===== src/rtl/router_fifo_pkg.sv =====
// Shared constants, header field positions and entry type for the router FIFO slice.
package router_pkg;

  localparam int unsigned FIFO_DEPTH = 16;
  localparam int unsigned DATA_W     = 8;
  localparam int unsigned PTR_W      = 5;
  localparam int unsigned IDX_W      = PTR_W - 1;
  localparam int unsigned CNT_W      = 7;

  localparam int unsigned LEN_MSB  = 7;
  localparam int unsigned LEN_LSB  = 2;
  localparam int unsigned ADDR_MSB = 1;
  localparam int unsigned ADDR_LSB = 0;

  typedef struct packed {
    logic              hdr;
    logic [DATA_W-1:0] data;
  } entry_t;

  // Bytes still to come after a header: payload length plus one parity byte.
  function automatic logic [CNT_W-1:0] hdr_count(input logic [DATA_W-1:0] b);
    return CNT_W'(b[LEN_MSB:LEN_LSB]) + CNT_W'(1);
  endfunction

endpackage


===== src/rtl/router_fifo_mem.sv =====
// 16x9 storage array: synchronous write and clear, asynchronous read.
module router_fifo_mem
  import router_pkg::*;
(
  input  logic             clock,
  input  logic             clear,
  input  logic             we,
  input  logic [IDX_W-1:0] waddr,
  input  entry_t           wdata,
  input  logic [IDX_W-1:0] raddr,
  output entry_t           rdata
);

  entry_t mem [FIFO_DEPTH];

  always_ff @(posedge clock) begin
    if (clear) begin
      for (int unsigned i = 0; i < FIFO_DEPTH; i++) begin
        mem[i] <= '0;
      end
    end else if (we) begin
      mem[waddr] <= wdata;
    end
  end

  assign rdata = mem[raddr];

endmodule


===== src/rtl/router_fifo.sv =====
// Router packet FIFO: pointers, flags, packet counter and output register.
// Define ROUTER_FIFO_TRISTATE_EN to idle data_out at all-Z instead of 8'h00.
module router_fifo
  import router_pkg::*;
(
  input  logic              clock,
  input  logic              resetn,
  input  logic              soft_reset,
  input  logic              write_enb,
  input  logic              read_enb,
  input  logic              lfd_state,
  input  logic [DATA_W-1:0] data_in,
  output logic [DATA_W-1:0] data_out,
  output logic              full,
  output logic              empty
);

`ifdef ROUTER_FIFO_TRISTATE_EN
  localparam logic [DATA_W-1:0] IDLE = 'z;
`else
  localparam logic [DATA_W-1:0] IDLE = '0;
`endif

  logic [PTR_W-1:0] wr_ptr;
  logic [PTR_W-1:0] rd_ptr;
  logic [CNT_W-1:0] count;
  logic             do_wr;
  logic             do_rd;
  logic             mem_we;
  logic             mem_clear;
  entry_t           wr_entry;
  entry_t           rd_entry;

  assign empty = (wr_ptr == rd_ptr);
  assign full  = (wr_ptr[IDX_W-1:0] == rd_ptr[IDX_W-1:0]) &&
                 (wr_ptr[PTR_W-1] != rd_ptr[PTR_W-1]);

  assign do_wr = write_enb && !full;
  assign do_rd = read_enb && !empty;

  assign mem_clear = resetn || soft_reset;
  assign mem_we    = do_wr && !mem_clear;
  assign wr_entry  = '{hdr: lfd_state, data: data_in};

  router_fifo_mem u_mem (
    .clock (clock),
    .clear (mem_clear),
    .we    (mem_we),
    .waddr (wr_ptr[IDX_W-1:0]),
    .wdata (wr_entry),
    .raddr (rd_ptr[IDX_W-1:0]),
    .rdata (rd_entry)
  );

  always_ff @(posedge clock) begin
    if (resetn) begin
      wr_ptr   <= '0;
      rd_ptr   <= '0;
      count    <= '0;
      data_out <= '0;
    end else if (soft_reset) begin
      wr_ptr   <= '0;
      rd_ptr   <= '0;
      count    <= '0;
      data_out <= IDLE;
    end else begin
      if (do_wr) begin
        wr_ptr <= wr_ptr + PTR_W'(1);
      end
      if (do_rd) begin
        rd_ptr   <= rd_ptr + PTR_W'(1);
        data_out <= rd_entry.data;
        if (rd_entry.hdr) begin
          count <= hdr_count(rd_entry.data);
        end else if (count != '0) begin
          count <= count - CNT_W'(1);
        end
      end else if (count == '0) begin
        // Outside a packet the output falls back to idle.
        data_out <= IDLE;
      end
    end
  end

endmodule


===== config.mk =====
export PLATFORM = sky130hd
export DESIGN_NAME = router_fifo
export DESIGN_NICKNAME = d
export VERILOG_FILES = /design/src/rtl/router_fifo_pkg.sv /design/src/rtl/router_fifo_mem.sv /design/src/rtl/router_fifo.sv
export SDC_FILE = /design/constraint.sdc
export NUM_CORES = 1
export LEC_CHECK = 0
export ABC_AREA = 1
export CAP_MARGIN = 15
export CORE_ASPECT_RATIO = 1.4
export CORE_MARGIN = 2
export CORE_UTILIZATION = 60
export CTS_BUF_LIST = sky130_fd_sc_hd__clkbuf_4
export DETAILED_ROUTE_END_ITERATION = 16
export PLACE_DENSITY = 0.8
export RECOVER_POWER = 50
export SYNTH_ARGS = -nofsm -noshare
export SYNTH_HDL_FRONTEND = slang
export SYNTH_HIERARCHICAL = 1
export SYNTH_SLANG_ARGS = --single-unit

===== constraint.sdc =====
create_clock -name clock -period 4.55 [get_ports clock]
set_input_delay 0.455 -clock clock [delete_from_list [all_inputs] [get_ports clock]]
set_output_delay 0.455 -clock clock [all_outputs]
set_load 0.01 [all_outputs]

==> results.yml, run 1 <==
setup_path:
  cp_num_buf_inv: 1
  cpMaxStageDelayCell: "nor3_1"
  worstPathRequired_ns: 4.81
  path_cells: "buf_4, nand2_1, nand2_1, nor2_1, nand3b_1, nand2_1, nor2_1, nand2_1, nor3_1, nand2_2, nand2_1"
  path_max_fanout: 76
  startpoint_type: "register"
  crit_path_frequent_cell: "nand2_1"
  path_delay_family: "simple AND/OR/NAND/NOR gates"
  max_stage_delay_ns: 0.88
  cp-end-kind: "register"
  cp.arrival_ns: 3.97
  worstSetupPathType: "register to register"
clock_tree:
  cts-buffers-inserted: 17
  cts_resized: 0
  cts_sinks: 169
  htreeDepth: 4
  cts_setup_buffers: 0
  cts_max_path_buffers: 2
  cts_tree: "yes"
  clk_pin_slew_ns: 0.16
  root_buffer: "clkbuf_4"
  ctsHoldBuffers: 0
  clk_latency_ns: 0.57
synthesis:
  postSynthAreaPerCell_um2: 8.41
  synth_seq_cells: 169
  synth.distinct_cells: 30
  synthCells: 1007
  syn_area_mm2: 0.00846
  ys_seq_area_frac: 0.570
  synth_fp_nets: 1026
  synth-warning-count: 6
pwr:
  power.density_mw_per_mm2: 321
  total_power_mw: 2.88
  clkPwrFrac: 0.306
  vdd_drop_max_uv: 207
  swShare: 0.270
  power.leakage_nw: 3.97
  power_frac_comb: 0.086
  internal-power_mw: 2.10
  power_frac_seq: 0.607
  netSwitchingPower_uw: 776
layout:
  area_delta_synth_final_pct: 5.79
  n_antenna_cell: 0
  final_area_mm2: 0.00895
  layout_commonest_cell: "nand2_1"
  instances_no_fill: 1212
  final_cell_mix: "nand2_1 (265), nor2_1 (178), inv_1 (149), edfxtp_1 (144), nand3_1 (139)"
  final_util: 0.647
  nets: 1033
  fillers: 1177
  layout-drive-gt1-share: 0.0487
grt:
  antenna_found_initial: 0
  grt_usage: 0.272
  grt_pass1_vias: 5899
  grt_pass1_wl_um: 30400
  grt_max_degree: 77
  grt_overflow: 0
placement:
  dp_hpwl_um: 13200
  port_buffers: 23
  post-place-ws_ns: 1.18
  gp_congestion: 0.924
  place_area_mm2: 0.00875
  dp.cells: 1180
detailed_routing:
  drt.antenna.violating_nets: 0
  vias: 6471
  via_per_inst: 5.34
  drt_iter0_markers: 531
  drc: 0
  first_pass_iters: 6
  routed_wl_um: 19800
  wl_per_cell_um: 16.3
timing:
  hold_viol: 0
  slew-limit-headroom: 0.249
  report.final.slew_viol_count: 0
  layout_setup_ws_ns: 0.840
  final.setup.tns_ns: 0
  period_needed_ns: 3.71
  hold_ws_ns: 0.495
  finalCritPeriodShare: 0.815
  setup_violations: 0
  rsz0062_at_grt: "false"
  tightestPinTransition_ns: 1.12
  fin_skew_ns: 0.0201
  fmax_mhz: 270
outcome:
  outcome: "finished, final reports clean"
die:
  dieHeight_um: 145
  design.core.area_mm2: 0.0138
  io_pins: 24
  die_x_um: 104
  initial_utilization: 0.611
  rows: 51
  die_area_mm2: 0.0151
hold_path:
  hp-class: "register to register"
job:
  maxCapViolations: 0
worst paths after layout:
path / start / to / slack [ns] / cells after the start
worst max-delay path: rd_ptr[0]$_SDFFE_PP0P_ / u_mem/mem[15][3]$_SDFFCE_PN0P_ / 0.84 / 11
worst min-delay path: data_out[3]$_SDFFE_PP0P_ / data_out[3]$_SDFFE_PP0P_ / 0.50 / 2
worst max register to register: rd_ptr[0]$_SDFFE_PP0P_ / u_mem/mem[15][3]$_SDFFCE_PN0P_ / 0.84 / 11
worst min register to register: data_out[3]$_SDFFE_PP0P_ / data_out[3]$_SDFFE_PP0P_ / 0.50 / 2
cells by family after synthesis:
family          count (synthesis)  share of synthesized area
simple gates                  598                      0.301
buf+inv                       196                     0.0952
flops                         169                      0.570
compound gates                 33                     0.0204
xor+xnor                        6                    0.00621
fa+ha+maj                       5                    0.00739
Yosys cell counts, drive strengths merged:
library cell	count	area, um2
nand2	269	1040
nor2	181	687
inv	153	574
edfxtp	144	4320
nand3	140	751
buf	26	166
dfxtp	25	500
a21oi	15	75.1
clkbuf	15	57.6
o21ai	14	70.1
ha	5	62.6
nor3	4	42.5
nand4	3	18.8
xnor2	3	26.3
xor2	3	26.3
a31oi	2	12.5
clkinv	2	7.51
a21o	1	7.51
a22oi	1	7.51
nand3b	1	7.51
power groups by stage:
stage / combinational (mW) / sequential (mW) / clock (mW)
final: 0.249 / 1.75 / 0.881
after global routing: 0.277 / 1.75 / 0.947
after CTS: 0.249 / 1.75 / 0.893
after detailed placement: 0.248 / 1.78 / 0
after global placement: 0.245 / 1.78 / 0
after floorplan: 0.176 / 1.78 / 0
final cells by class:
| type | count | area (um2) | area share |
|---|---|---|---|
| Sequential cell | 169 | 4820 | 0.539 |
| Multi-Input combinational cell | 642 | 2750 | 0.307 |
| Inverter | 155 | 582 | 0.0650 |
| Timing Repair Buffer | 29 | 275 | 0.0307 |
| Tap cell | 185 | 231 | 0.0258 |
| Clock inverter | 15 | 168 | 0.0187 |
| Clock buffer | 17 | 128 | 0.0143 |
state kept, by name, summed over array words and instances (netlist names):
name and count:
count 7, data_out 8, rd_ptr 5, u_mem/mem 144, wr_ptr 5
per-layer routing:
metal / part of all wire / wire, um / vias up / GRT usage
li1: - / - / 3201 / -
met4: 0.051 / 1010 / 0 / 0.149
met2: 0.53 / 10400 / 282 / 0.504
met5: 0 / 0 / - / 0
met1: 0.35 / 7020 / 2913 / 0.300
met3: 0.069 / 1370 / 75 / 0.0397
tightest hold or removal path, stage by stage, from the launching register on:
cell     delay (ns)
dfxtp_1        0.34
nand3_1        0.07
a21oi_1        0.06
Note: power is estimated with default switching activity, not from simulation.
==> inputs of run 2 (changes only) <==
Clock period 4.55 ns to 3.8 ns, I/O delays scaled along.
==> run 2 against run 1 <==
Cell area decreased by 0.39%. Clock power increased by 6.2%. Register-to-register slack got worse by 0.21 ns. Sequential power increased by 19%. Power increased by 16%. Setup slack got worse by 0.21 ns. Cell count unchanged. Combinational power increased by 21%. Global-route usage decreased by 0.30 points.
==> results.yml, run 2 (synthesized netlist as in run 1, its figures left out) <==
clock_tree:
  clk_latency_ns: 0.56
  htreeDepth: 4
  cts_sinks: 169
  cts_setup_buffers: 0
  ctsHoldBuffers: 0
  cts_tree: "yes"
  cts_resized: 0
  cts_max_path_buffers: 2
  cts-buffers-inserted: 17
  clk_pin_slew_ns: 0.14
  root_buffer: "clkbuf_4"
die:
  dieHeight_um: 145
  initial_utilization: 0.611
  die_x_um: 104
  io_pins: 24
  rows: 51
  design.core.area_mm2: 0.0138
  die_area_mm2: 0.0151
setup_path:
  r2r-start: "rd_ptr[3]$_SDFFE_PP0P_"
  path_cells: "nand2_1, nand2_1, nor2_1, nand3b_1, nand2_1, nor2_1, nand2_1, nor3_1, nand2_1, nand2_1"
  reg2reg_depth: 10
  worstPathRequired_ns: 4.03
  r2r-end: "u_mem/mem[15][3]$_SDFFCE_PN0P_"
  reg2reg_slack_ns: 0.63
  startpoint_type: "register"
  path_max_fanout: 13
  cpMaxStageDelayCell: "dfxtp_1"
  crit_path_start: "rd_ptr[3]$_SDFFE_PP0P_"
  worstSetupPathType: "register to register"
  crit_path_frequent_cell: "nand2_1"
  max_stage_delay_ns: 0.63
  cp.arrival_ns: 3.40
  cp-end-kind: "register"
detailed_routing:
  drt_iter0_markers: 531
  vias: 6540
  routed_wl_um: 19200
  via_per_inst: 5.40
  drc: 0
  drt.antenna.violating_nets: 0
  wl_per_cell_um: 15.9
  first_pass_iters: 6
layout:
  final_util: 0.644
  reg_top3: "u_mem/mem (144), data_out (8), count (7)"
  top_register: "u_mem/mem"
  instances_no_fill: 1212
  nets: 1033
  layout_commonest_cell: "nand2_1"
  layout-drive-gt1-share: 0.0468
  final_cell_mix: "nand2_1 (266), nor2_1 (179), inv_1 (149), edfxtp_1 (144), nand3_1 (139)"
  largest_reg_flops: 144
  area_delta_synth_final_pct: 5.38
grt:
  antenna_found_initial: 1
  grt_max_degree: 73
  grt_usage: 0.269
  grt_pass1_wl_um: 30400
  grt_pass1_vias: 6230
  grt_overflow: 0
hold_path:
  hold_end: "data_out[0]$_SDFFE_PP0P_"
  hp-start: "data_out[0]$_SDFFE_PP0P_"
  hp-class: "register to register"
  hold_depth: 2
timing:
  hold_viol: 0
  setup_violations: 0
  fmax_mhz: 315
  report.final.slew_viol_count: 0
  hold_ws_ns: 0.487
  period_needed_ns: 3.17
  final.setup.tns_ns: 0
  rsz0062_at_grt: "false"
  slew-limit-headroom: 0.448
  finalCritPeriodShare: 0.835
  fin_skew_ns: 0.0170
  tightestPinTransition_ns: 0.828
pwr:
  power.density_mw_per_mm2: 373
  power.leakage_nw: 3.94
  vdd_drop_max_uv: 273
  total_power_mw: 3.33
placement:
  port_buffers: 23
  dp.cells: 1180
  gp_congestion: 0.876
  dp_hpwl_um: 13100
outcome:
  outcome: "finished, final reports clean"
job:
  maxCapViolations: 0
==> run 2: per-stage QoR <==
step / area (um2) / setup WS [ns]
2_1_floorplan: 8460 / 1.68
3_3_place_gp: 8760 / 0.854
3_5_place_dp: 8760 / 0.812
4_1_cts: 9010 / 0.839
5_1_grt: 8920 / 0.364
6_report: 8920 / 0.628
==> run 2: report_power, final <==
part	internal (mW)	leakage (nW)	switching, mW
registers	2.07	1.81	0.0239
logic	0.0815	2.00	0.220
clock network	0.323	0.131	0.612
total	2.47	3.94	0.856
==> run 2: layout make-up <==
type	instances	area, um2
Fill cell	1172	4930
Sequential cell	169	4830
Multi-Input combinational cell	642	2740
Inverter	155	582
Timing Repair Buffer	29	288
Tap cell	185	231
Clock buffer	17	128
Clock inverter	14	121
Antenna cell	1	2.50
==> run 2: layer usage <==
metal	track usage	vias to the layer above	share of wire
met5	0	-	0
met4	0.137	0	0.037
met3	0.0469	49	0.058
met2	0.499	234	0.55
met1	0.295	3056	0.36
li1	-	3201	-
==> run 2: how the worst max path moves through the flow <==
stage	endpoint	slack [ns]
floorplan	u_mem/mem[8][0]$_SDFFCE_PN0P_	1.68
global placement	u_mem/mem[10][4]$_SDFFCE_PN0P_	0.85
detailed placement	u_mem/mem[15][5]$_SDFFCE_PN0P_	0.81
CTS	count[6]$_SDFFE_PP0P_	0.84
global route	u_mem/mem[9][0]$_SDFFCE_PN0P_	0.36
finish	u_mem/mem[15][3]$_SDFFCE_PN0P_	0.63
==> run 2: worst max-delay path: cells and delay by family (launching register included) <==
kind / cells / cell delay, ns
and+or+nand+nor: 10 / 2.20
DFF: 1 / 0.63
==> inputs of run 3 (changes only) <==
Settings changed: CORE_UTILIZATION 60 to 58, PLACE_DENSITY 0.8 to 0.81.
Clock period 3.8 ns to 2.9 ns, I/O delays scaled along.
==> run 3 against run 2 <==
Worst hold slack lost 0.015 ns. Critical path depth is the same. Die area grew 3.3%. Register-to-register slack lost 0.29 ns. Global-route usage grew 0.25 points. Combinational power grew 33%. First-iteration DRC count grew 10%. Cell area grew 1.5%. Cell count grew 1.2%. Clock skew grew 0.0056 ns. Critical endpoint is now u_mem/mem[15][7]$_SDFFCE_PN0P_. Highest routed layer unchanged.
==> results.yml, run 3 (synthesized netlist as in run 1, its figures left out) <==
clock_tree:
  htreeDepth: 4
  cts_sinks: 169
  cts_tree: "yes"
  cts_resized: 0
  cts_setup_buffers: 0
  ctsHoldBuffers: 0
  clk_latency_ns: 0.58
  cts_max_path_buffers: 2
  cts-buffers-inserted: 17
  root_buffer: "clkbuf_4"
  clk_pin_slew_ns: 0.15
pwr:
  power.leakage_nw: 4.00
  total_power_mw: 4.37
  vdd_drop_max_uv: 319
  power.density_mw_per_mm2: 482
detailed_routing:
  wl_met1_um: 7230
  routed_wl_um: 20200
  drt_iter0_markers: 586
  dr_wl_met3_um: 1320
  vias: 6619
  drc: 0
  drt.antenna.violating_nets: 0
  wl_per_cell_um: 16.5
  via_per_inst: 5.39
  dr_wl_met2_um: 10500
  first_pass_iters: 5
  highest_layer: "met4"
die:
  die_area_mm2: 0.0156
  initial_utilization: 0.589
  design.core.area_mm2: 0.0144
  die_x_um: 106
  io_pins: 24
  dieHeight_um: 147
  rows: 52
grt:
  grt_pass1_wl_um: 31900
  grt_overflow: 0
  grt_usage: 0.271
  grt_pass1_vias: 6346
  antenna_found_initial: 1
  grt_max_degree: 39
timing:
  tightestPinTransition_ns: 0.876
  final.setup.tns_ns: 0
  fin_skew_ns: 0.0225
  hold_ws_ns: 0.471
  hold_viol: 0
  fmax_mhz: 391
  layout_setup_ws_ns: 0.341
  period_needed_ns: 2.56
  rsz0062_at_grt: "false"
  setup_violations: 0
  finalCritPeriodShare: 0.883
  report.final.slew_viol_count: 0
  slew-limit-headroom: 0.416
layout:
  final_util: 0.629
  final_cell_mix: "nand2_1 (261), nor2_1 (178), inv_1 (148), edfxtp_1 (144), nand3_1 (131)"
  final_area_mm2: 0.00905
  area_delta_synth_final_pct: 6.93
  layout_commonest_cell: "nand2_1"
  area.sequential_mm2: 0.00483
  top_register: "u_mem/mem"
  largest_reg_flops: 144
  multiInputGateArea_mm2: 0.00282
  reg_top3: "u_mem/mem (144), data_out (8), count (7)"
  fillers: 1252
  instances_no_fill: 1227
  layout-drive-gt1-share: 0.0694
  nets: 1044
job:
  maxCapViolations: 0
outcome:
  outcome: "finished, final reports clean"
setup_path:
  startpoint_type: "register"
  worstPathRequired_ns: 3.14
  path_max_fanout: 10
  cp-end-kind: "register"
  reg2reg_slack_ns: 0.34
  cp.arrival_ns: 2.80
  worstSetupPathType: "register to register"
placement:
  place_area_mm2: 0.00884
  port_buffers: 23
  post-place-ws_ns: 0.452
  dp.cells: 1195
  gp_congestion: 0.979
  dp_hpwl_um: 14000
hold_path:
  hp-class: "primary input to register"
==> run 3: cell count changes in the layout (fill, tap and decap cells not counted), sizes merged <==
cell / delta
inv: +1
buf: +9
clkbuf: +4
clkinvlp: -2
bufinv: -1
==> run 3: cell type report <==
| type | instances | share of cell area |
|---|---|---|
| Antenna cell | 1 | 0.000276 |
| Clock buffer | 19 | 0.0158 |
| Inverter | 155 | 0.0643 |
| Tap cell | 189 | 0.0261 |
| Timing Repair Buffer | 40 | 0.0387 |
| Clock inverter | 12 | 0.0102 |
| Multi-Input combinational cell | 642 | 0.311 |
| Sequential cell | 169 | 0.533 |
==> run 3: critical path, cell delays in order (launching register included) <==
cell and delay, ns:
dfxtp_1 0.50, nand2_1 0.09, nand2_1 0.07, nor2_1 0.05, nand3b_1 0.10, nand2_1 0.17, nor2_1 0.14, nand2_1 0.20
nor3_4 0.37, nand2_2 0.21, nand2_1 0.34
==> run 3: report_power, final <==
part	switching, mW	internal [mW]
logic	0.289	0.111
registers	0.0320	2.71
clock network	0.855	0.366
total	1.18	3.19
==> run 3: worst paths after layout <==
path	start	to	cells after the start
worst max-delay path	wr_ptr[0]$_SDFFE_PP0P_	u_mem/mem[15][7]$_SDFFCE_PN0P_	10
worst min-delay path	write_enb	wr_ptr[1]$_SDFFE_PP0P_	3
worst max register to register	wr_ptr[0]$_SDFFE_PP0P_	u_mem/mem[15][7]$_SDFFCE_PN0P_	10
worst min register to register	data_out[3]$_SDFFE_PP0P_	data_out[3]$_SDFFE_PP0P_	2
==> run 3: metal layers <==
metal,GRT usage,vias up
li1,-,3221
met1,0.300,3041
met4,0.145,0
met5,0,-
met3,0.0488,71
met2,0.490,286
